<file path="config.mk">
export PLATFORM = sky130hd
export DESIGN_NAME = fetch_unit
export DESIGN_NICKNAME = d
export VERILOG_FILES = /design/src/rtl/cpu_pkg.sv /design/src/rtl/program_counter.sv /design/src/rtl/fetch_unit.sv
export SDC_FILE = /design/constraint.sdc
export NUM_CORES = 1
export LEC_CHECK = 0
export CORE_ASPECT_RATIO = 1.5
export CORE_MARGIN = 5
export CORE_UTILIZATION = 25
export DETAILED_ROUTE_END_ITERATION = 6
export DONT_BUFFER_PORTS = 1
export SLEW_MARGIN = 5
export SYNTH_ARGS = -nofsm -noshare
export SYNTH_HDL_FRONTEND = slang
export SYNTH_SLANG_ARGS = --single-unit
</file>
<file path="constraint.sdc">
create_clock -name clk -period 2.8 [get_ports clk]
set_input_delay 0.42 -clock clk [delete_from_list [all_inputs] [get_ports clk]]
set_output_delay 0.42 -clock clk [all_outputs]
set_load 0.02 [all_outputs]
</file>
<file path="src/rtl/cpu_pkg.sv">
// Shared definitions for the 8-bit CPU: datapath widths, opcode map and
// the fetch-stage state encoding.
package cpu_pkg;

  localparam int ADDR_W = 8;
  localparam int DATA_W = 8;

  // Last populated ROM address; the program counter wraps to zero after it.
  localparam logic [ADDR_W-1:0] PC_LAST = 8'd16;

  localparam logic [3:0] OP_NOP = 4'h0;
  localparam logic [3:0] OP_LDA = 4'h1;
  localparam logic [3:0] OP_ADD = 4'h2;
  localparam logic [3:0] OP_SUB = 4'h3;
  localparam logic [3:0] OP_STA = 4'h4;
  localparam logic [3:0] OP_LDI = 4'h5;
  localparam logic [3:0] OP_JMP = 4'h6;
  localparam logic [3:0] OP_OUT = 4'hE;
  localparam logic [3:0] OP_HLT = 4'hF;

  typedef enum logic [1:0] {
    ST_IDLE = 2'd0,
    ST_RUN  = 2'd1,
    ST_HALT = 2'd2
  } fetch_state_t;

endpackage

</file>
<file path="src/rtl/program_counter.sv">
// Program counter for the fetch stage: increments with wrap at PC_LAST and
// accepts redirect targets, forcing out-of-range targets back to zero.
module program_counter #(
  parameter int                ADDR_W  = cpu_pkg::ADDR_W,
  parameter logic [ADDR_W-1:0] PC_LAST = cpu_pkg::PC_LAST
) (
  input  logic              clk,
  input  logic              rst,
  input  logic              inc,
  input  logic              load,
  input  logic [ADDR_W-1:0] load_addr,
  output logic [ADDR_W-1:0] pc
);

  logic [ADDR_W-1:0] pc_r;
  logic [ADDR_W-1:0] pc_inc_s;
  logic [ADDR_W-1:0] load_target_s;

  // Sequential successor and clamped redirect target.
  always_comb begin
    pc_inc_s      = {ADDR_W{1'b0}};
    load_target_s = {ADDR_W{1'b0}};
    if (pc_r == PC_LAST) begin
      pc_inc_s = {ADDR_W{1'b0}};
    end else begin
      pc_inc_s = pc_r + ADDR_W'(1);
    end
    if (load_addr > PC_LAST) begin
      load_target_s = {ADDR_W{1'b0}};
    end else begin
      load_target_s = load_addr;
    end
  end

  // A redirect always wins over sequential advance.
  always_ff @(posedge clk) begin
    if (rst) begin
      pc_r <= {ADDR_W{1'b0}};
    end else if (load) begin
      pc_r <= load_target_s;
    end else if (inc) begin
      pc_r <= pc_inc_s;
    end else begin
      pc_r <= pc_r;
    end
  end

  assign pc = pc_r;

endmodule

</file>
<file path="src/rtl/fetch_unit.sv">
// Instruction fetch stage: drives the ROM address from the program counter,
// captures the asynchronous ROM word and hands it to decode over valid/ready.
module fetch_unit #(
  parameter int                ADDR_W     = cpu_pkg::ADDR_W,
  parameter int                DATA_W     = cpu_pkg::DATA_W,
  parameter logic [ADDR_W-1:0] PC_LAST    = cpu_pkg::PC_LAST,
  parameter logic [3:0]        HLT_OPCODE = cpu_pkg::OP_HLT
) (
  input  logic              clk,
  input  logic              rst,
  input  logic              start,
  output logic [ADDR_W-1:0] rom_addr,
  input  logic [DATA_W-1:0] rom_data,
  output logic [DATA_W-1:0] instr,
  output logic [ADDR_W-1:0] instr_pc,
  output logic              instr_valid,
  input  logic              instr_ready,
  input  logic              jmp_valid,
  input  logic [ADDR_W-1:0] jmp_addr,
  output logic              halted,
  output logic [7:0]        fetch_count
);

  import cpu_pkg::*;

  fetch_state_t      state_r;
  logic              halted_r;
  logic [DATA_W-1:0] instr_r;
  logic [ADDR_W-1:0] instr_pc_r;
  logic              instr_valid_r;
  logic [7:0]        fetch_count_r;
  logic [ADDR_W-1:0] pc_s;
  logic              load_s;
  logic              is_hlt_s;

  program_counter #(
    .ADDR_W  (ADDR_W),
    .PC_LAST (PC_LAST)
  ) u_pc (
    .clk       (clk),
    .rst       (rst),
    .inc       (load_s),
    .load      (jmp_valid),
    .load_addr (jmp_addr),
    .pc        (pc_s)
  );

  // A load happens when running, the slot is free or draining, and no redirect.
  always_comb begin
    load_s   = 1'b0;
    is_hlt_s = 1'b0;
    if ((state_r == ST_RUN) && (!instr_valid_r || instr_ready) && !jmp_valid) begin
      load_s = 1'b1;
    end else begin
      load_s = 1'b0;
    end
    if (rom_data[DATA_W-1 -: 4] == HLT_OPCODE) begin
      is_hlt_s = 1'b1;
    end else begin
      is_hlt_s = 1'b0;
    end
  end

  // Fetch FSM; halted is registered alongside the state it mirrors.
  always_ff @(posedge clk) begin
    if (rst) begin
      state_r  <= ST_IDLE;
      halted_r <= 1'b0;
    end else begin
      case (state_r)
        ST_IDLE: begin
          halted_r <= 1'b0;
          if (start) begin
            state_r <= ST_RUN;
          end else begin
            state_r <= ST_IDLE;
          end
        end
        ST_RUN: begin
          if (load_s && is_hlt_s) begin
            state_r  <= ST_HALT;
            halted_r <= 1'b1;
          end else begin
            state_r  <= ST_RUN;
            halted_r <= 1'b0;
          end
        end
        ST_HALT: begin
          if (jmp_valid) begin
            state_r  <= ST_RUN;
            halted_r <= 1'b0;
          end else begin
            state_r  <= ST_HALT;
            halted_r <= 1'b1;
          end
        end
        default: begin
          state_r  <= ST_IDLE;
          halted_r <= 1'b0;
        end
      endcase
    end
  end

  // Instruction register: a redirect flushes, a load refills, an accept drains.
  always_ff @(posedge clk) begin
    if (rst) begin
      instr_r       <= {DATA_W{1'b0}};
      instr_pc_r    <= {ADDR_W{1'b0}};
      instr_valid_r <= 1'b0;
    end else if (jmp_valid) begin
      instr_valid_r <= 1'b0;
    end else if (load_s) begin
      instr_r       <= rom_data;
      instr_pc_r    <= pc_s;
      instr_valid_r <= 1'b1;
    end else if (instr_valid_r && instr_ready) begin
      instr_valid_r <= 1'b0;
    end else begin
      instr_valid_r <= instr_valid_r;
    end
  end

  // Saturating count of words loaded into the instruction register.
  always_ff @(posedge clk) begin
    if (rst) begin
      fetch_count_r <= 8'd0;
    end else if (load_s && (fetch_count_r != 8'd255)) begin
      fetch_count_r <= fetch_count_r + 8'd1;
    end else begin
      fetch_count_r <= fetch_count_r;
    end
  end

  assign rom_addr    = pc_s;
  assign instr       = instr_r;
  assign instr_pc    = instr_pc_r;
  assign instr_valid = instr_valid_r;
  assign halted      = halted_r;
  assign fetch_count = fetch_count_r;

endmodule

</file>
==> impl_metrics.ini <==
[cts]
hold_buffers = 0
clock_latency_ns = 0.29
clk_pin_slew_ns = 0.08
cts_resized = 0
cts_tree = done
cts_made_buffers = 5
ctsRootBufferMaster = clkbuf_8
cts_num_sinks = 36
clock_path_buffers = 2
htreeDepth = 2
cts_setup_buffers = 0

[placed_design]
port_buffers = 0
hpwl_um = 3310
place.gp.congestion = 0.768
dp_cells = 269

[cells_and_area]
nFillCells = 722
drive_gt1_frac = 0.0796
syn_to_final_growth_pct = 10.7
finalNonFillerCells = 277
antenna_cells = 0
nets = 228

[worst_setup_path]
crit_path_end_kind = flip-flop
worstSetupPathType = flip-flop to flip-flop
crit_fanout = 5
worst_setup_path_start_kind = flip-flop
required_ns = 3.03
arrival_ns = 2.12

[synthesis]
syn_avg_cell_area_um2 = 8.26
synth.distinct_cells = 37
synth_cells = 202
yosysMostFrequentCell = nand2_1
yosys.area.top_type_share = 0.432
synth_commonest_cells = nand2_1 (39), dfxtp_1 (36), a21oi_1 (24)
synth_edf_count = 0
ys_seq_area_frac = 0.432
synthFlopType = dfxtp_1
async_flop_share = 0
ys_ff_latch = 36
yosysTopAreaCell = dfxtp_1
syn_area_um2 = 1670
synth_nets = 230
ys_warn_count = 0
synthTopCellsByArea = dfxtp_1 (43%), nand2_1 (8.8%), a21oi_1 (7.2%)

[sta]
hold_viol_final = 0
fin_skew_ns = 0.00959
max_freq_mhz = 529
fin_hold_ws_ns = 0.186
maxSlewViolCount = 0
rsz0062_at_grt = false
relSlewSlack = 0.471
finalCritPeriodShare = 0.675
setup_violations = 0
setup_tns_ns = 0
fin_crit_ns = 1.89
worst_pin_slew_ns = 0.794

[floorplanning]
core-area_um2 = 6490
dieHeight_um = 110
start_util = 0.257
die_w_um = 76.7
pin_count = 55
die-area_um2 = 8440
row_count = 36

[routing]
routedWlPerCell_um = 16.6
drtAntennaViolNets = 0
initialDrtViolationCount = 101
vias = 1455
avgViaCountPerCell = 5.25
firstDrtPassIters = 4
drc_errors = 0
wl_um = 4590

[power_and_ir_drop]
max-vdd-ir-drop_mv = 0.171
p_leak_nw = 0.588
power_density_nw_per_um2 = 589

[job]
cap_violations = 0

[grt]
overflow = 0
grt_pass1_wl_um = 7260
antenna_found_initial = 0
grt_max_degree = 39
grt_pass1_vias = 1351
gr-usage-all-layers = 0.108

[outcome]
status = complete, no violations

[min_path]
hp-class = primary input to flip-flop
==> flip-flops by register name, indices dropped and copies added (netlist names) <==
name	cells
state_r	2
instr_valid	1
u_pc.pc	8
instr	8
halted	1
fetch_count	8
instr_pc	8
==> placed cells by master, fill, tap and decap left out, drive strengths merged, types with 3 or more instances in the layout <==
cell type	Yosys	routed
buf	7	3
ha	7	7
or3	3	3
o31ai	3	3
nor2	7	7
clkbuf	5	5
a31oi	6	6
a21oi	24	24
nor3	3	3
o21ai	3	3
nand4	4	4
inv	9	10
nor4	4	4
nand2	39	39
nand3	11	11
dfxtp	36	36
a211oi	5	5
==> routing by layer <==
metal / track usage / routed length [um]
met5: 0 / 0
met4: 0.0413 / 65
met3: 0.0374 / 347
met2: 0.185 / 2400
met1: 0.123 / 1780
==> path summary, 6_finish.rpt <==
kind / start / end / slack [ns] / cells past startpoint
worst min register to register: instr[2]$_SDFFE_PP0P_ / instr[2]$_SDFFE_PP0P_ / 0.56 / 2
worst max-delay path: u_pc.pc[0]$_SDFFE_PP0P_ / u_pc.pc[7]$_SDFFE_PP0P_ / 0.91 / 6
worst max register to register: u_pc.pc[0]$_SDFFE_PP0P_ / u_pc.pc[7]$_SDFFE_PP0P_ / 0.91 / 6
worst min-delay path: jmp_valid / instr_valid$_SDFFE_PP0P_ / 0.19 / 1
==> cell type report <==
cell class,instances,area [um^2],area share
inverters,9,33.8,0.0183
multi-input cells,145,860,0.465
clock inverters,3,46.3,0.0251
repair buffers,3,22.5,0.0122
clock buffers,5,68.8,0.0373
flip-flops and latches,36,721,0.390
well taps,76,95.1,0.0515
==> stage by stage <==
stage / setup WS (ns) / cell area (um^2) / utilization / power [mW]
2_1_floorplan: 1.07 / 1670 / - / 0.613
3_3_place_gp: 0.985 / 1730 / 0.267 / 0.620
3_5_place_dp: 0.938 / 1730 / 0.267 / 0.622
4_1_cts: 0.915 / 1850 / 0.285 / 1.11
5_1_grt: 0.733 / 1850 / 0.285 / 1.14
6_report: 0.911 / 1850 / 0.285 / 1.09
==> critical path, cell delays in order, from the launching register on <==
cell and delay, ns:
dfxtp_1 0.52, inv_1 0.13, ha_1 0.21, nor4b_1 0.15
nand3_1 0.20, or4b_1 0.45, a31oi_1 0.16
==> cells by family (layout without fill, tap and decap cells) <==
kind of cell,Yosys count,after routing,share of synthesized area
buffers and inverters,21,20,0.0525
and+or+nand+nor,86,86,0.263
DFF,36,36,0.432
muxes,2,2,0.0135
adders and majority gates,7,7,0.0525
AOI/OAI and AO/OA,50,50,0.186
==> report_power, final <==
part | switching, mW | total (mW) | leakage, nW | internal [mW]
sequential | 0.0238 | 0.547 | 0.292 | 0.523
clock | 0.211 | 0.480 | 0.0548 | 0.269
combinational | 0.0378 | 0.0616 | 0.241 | 0.0238
total | 0.273 | 1.09 | 0.588 | 0.816
Power figures use the tool's default switching activity.
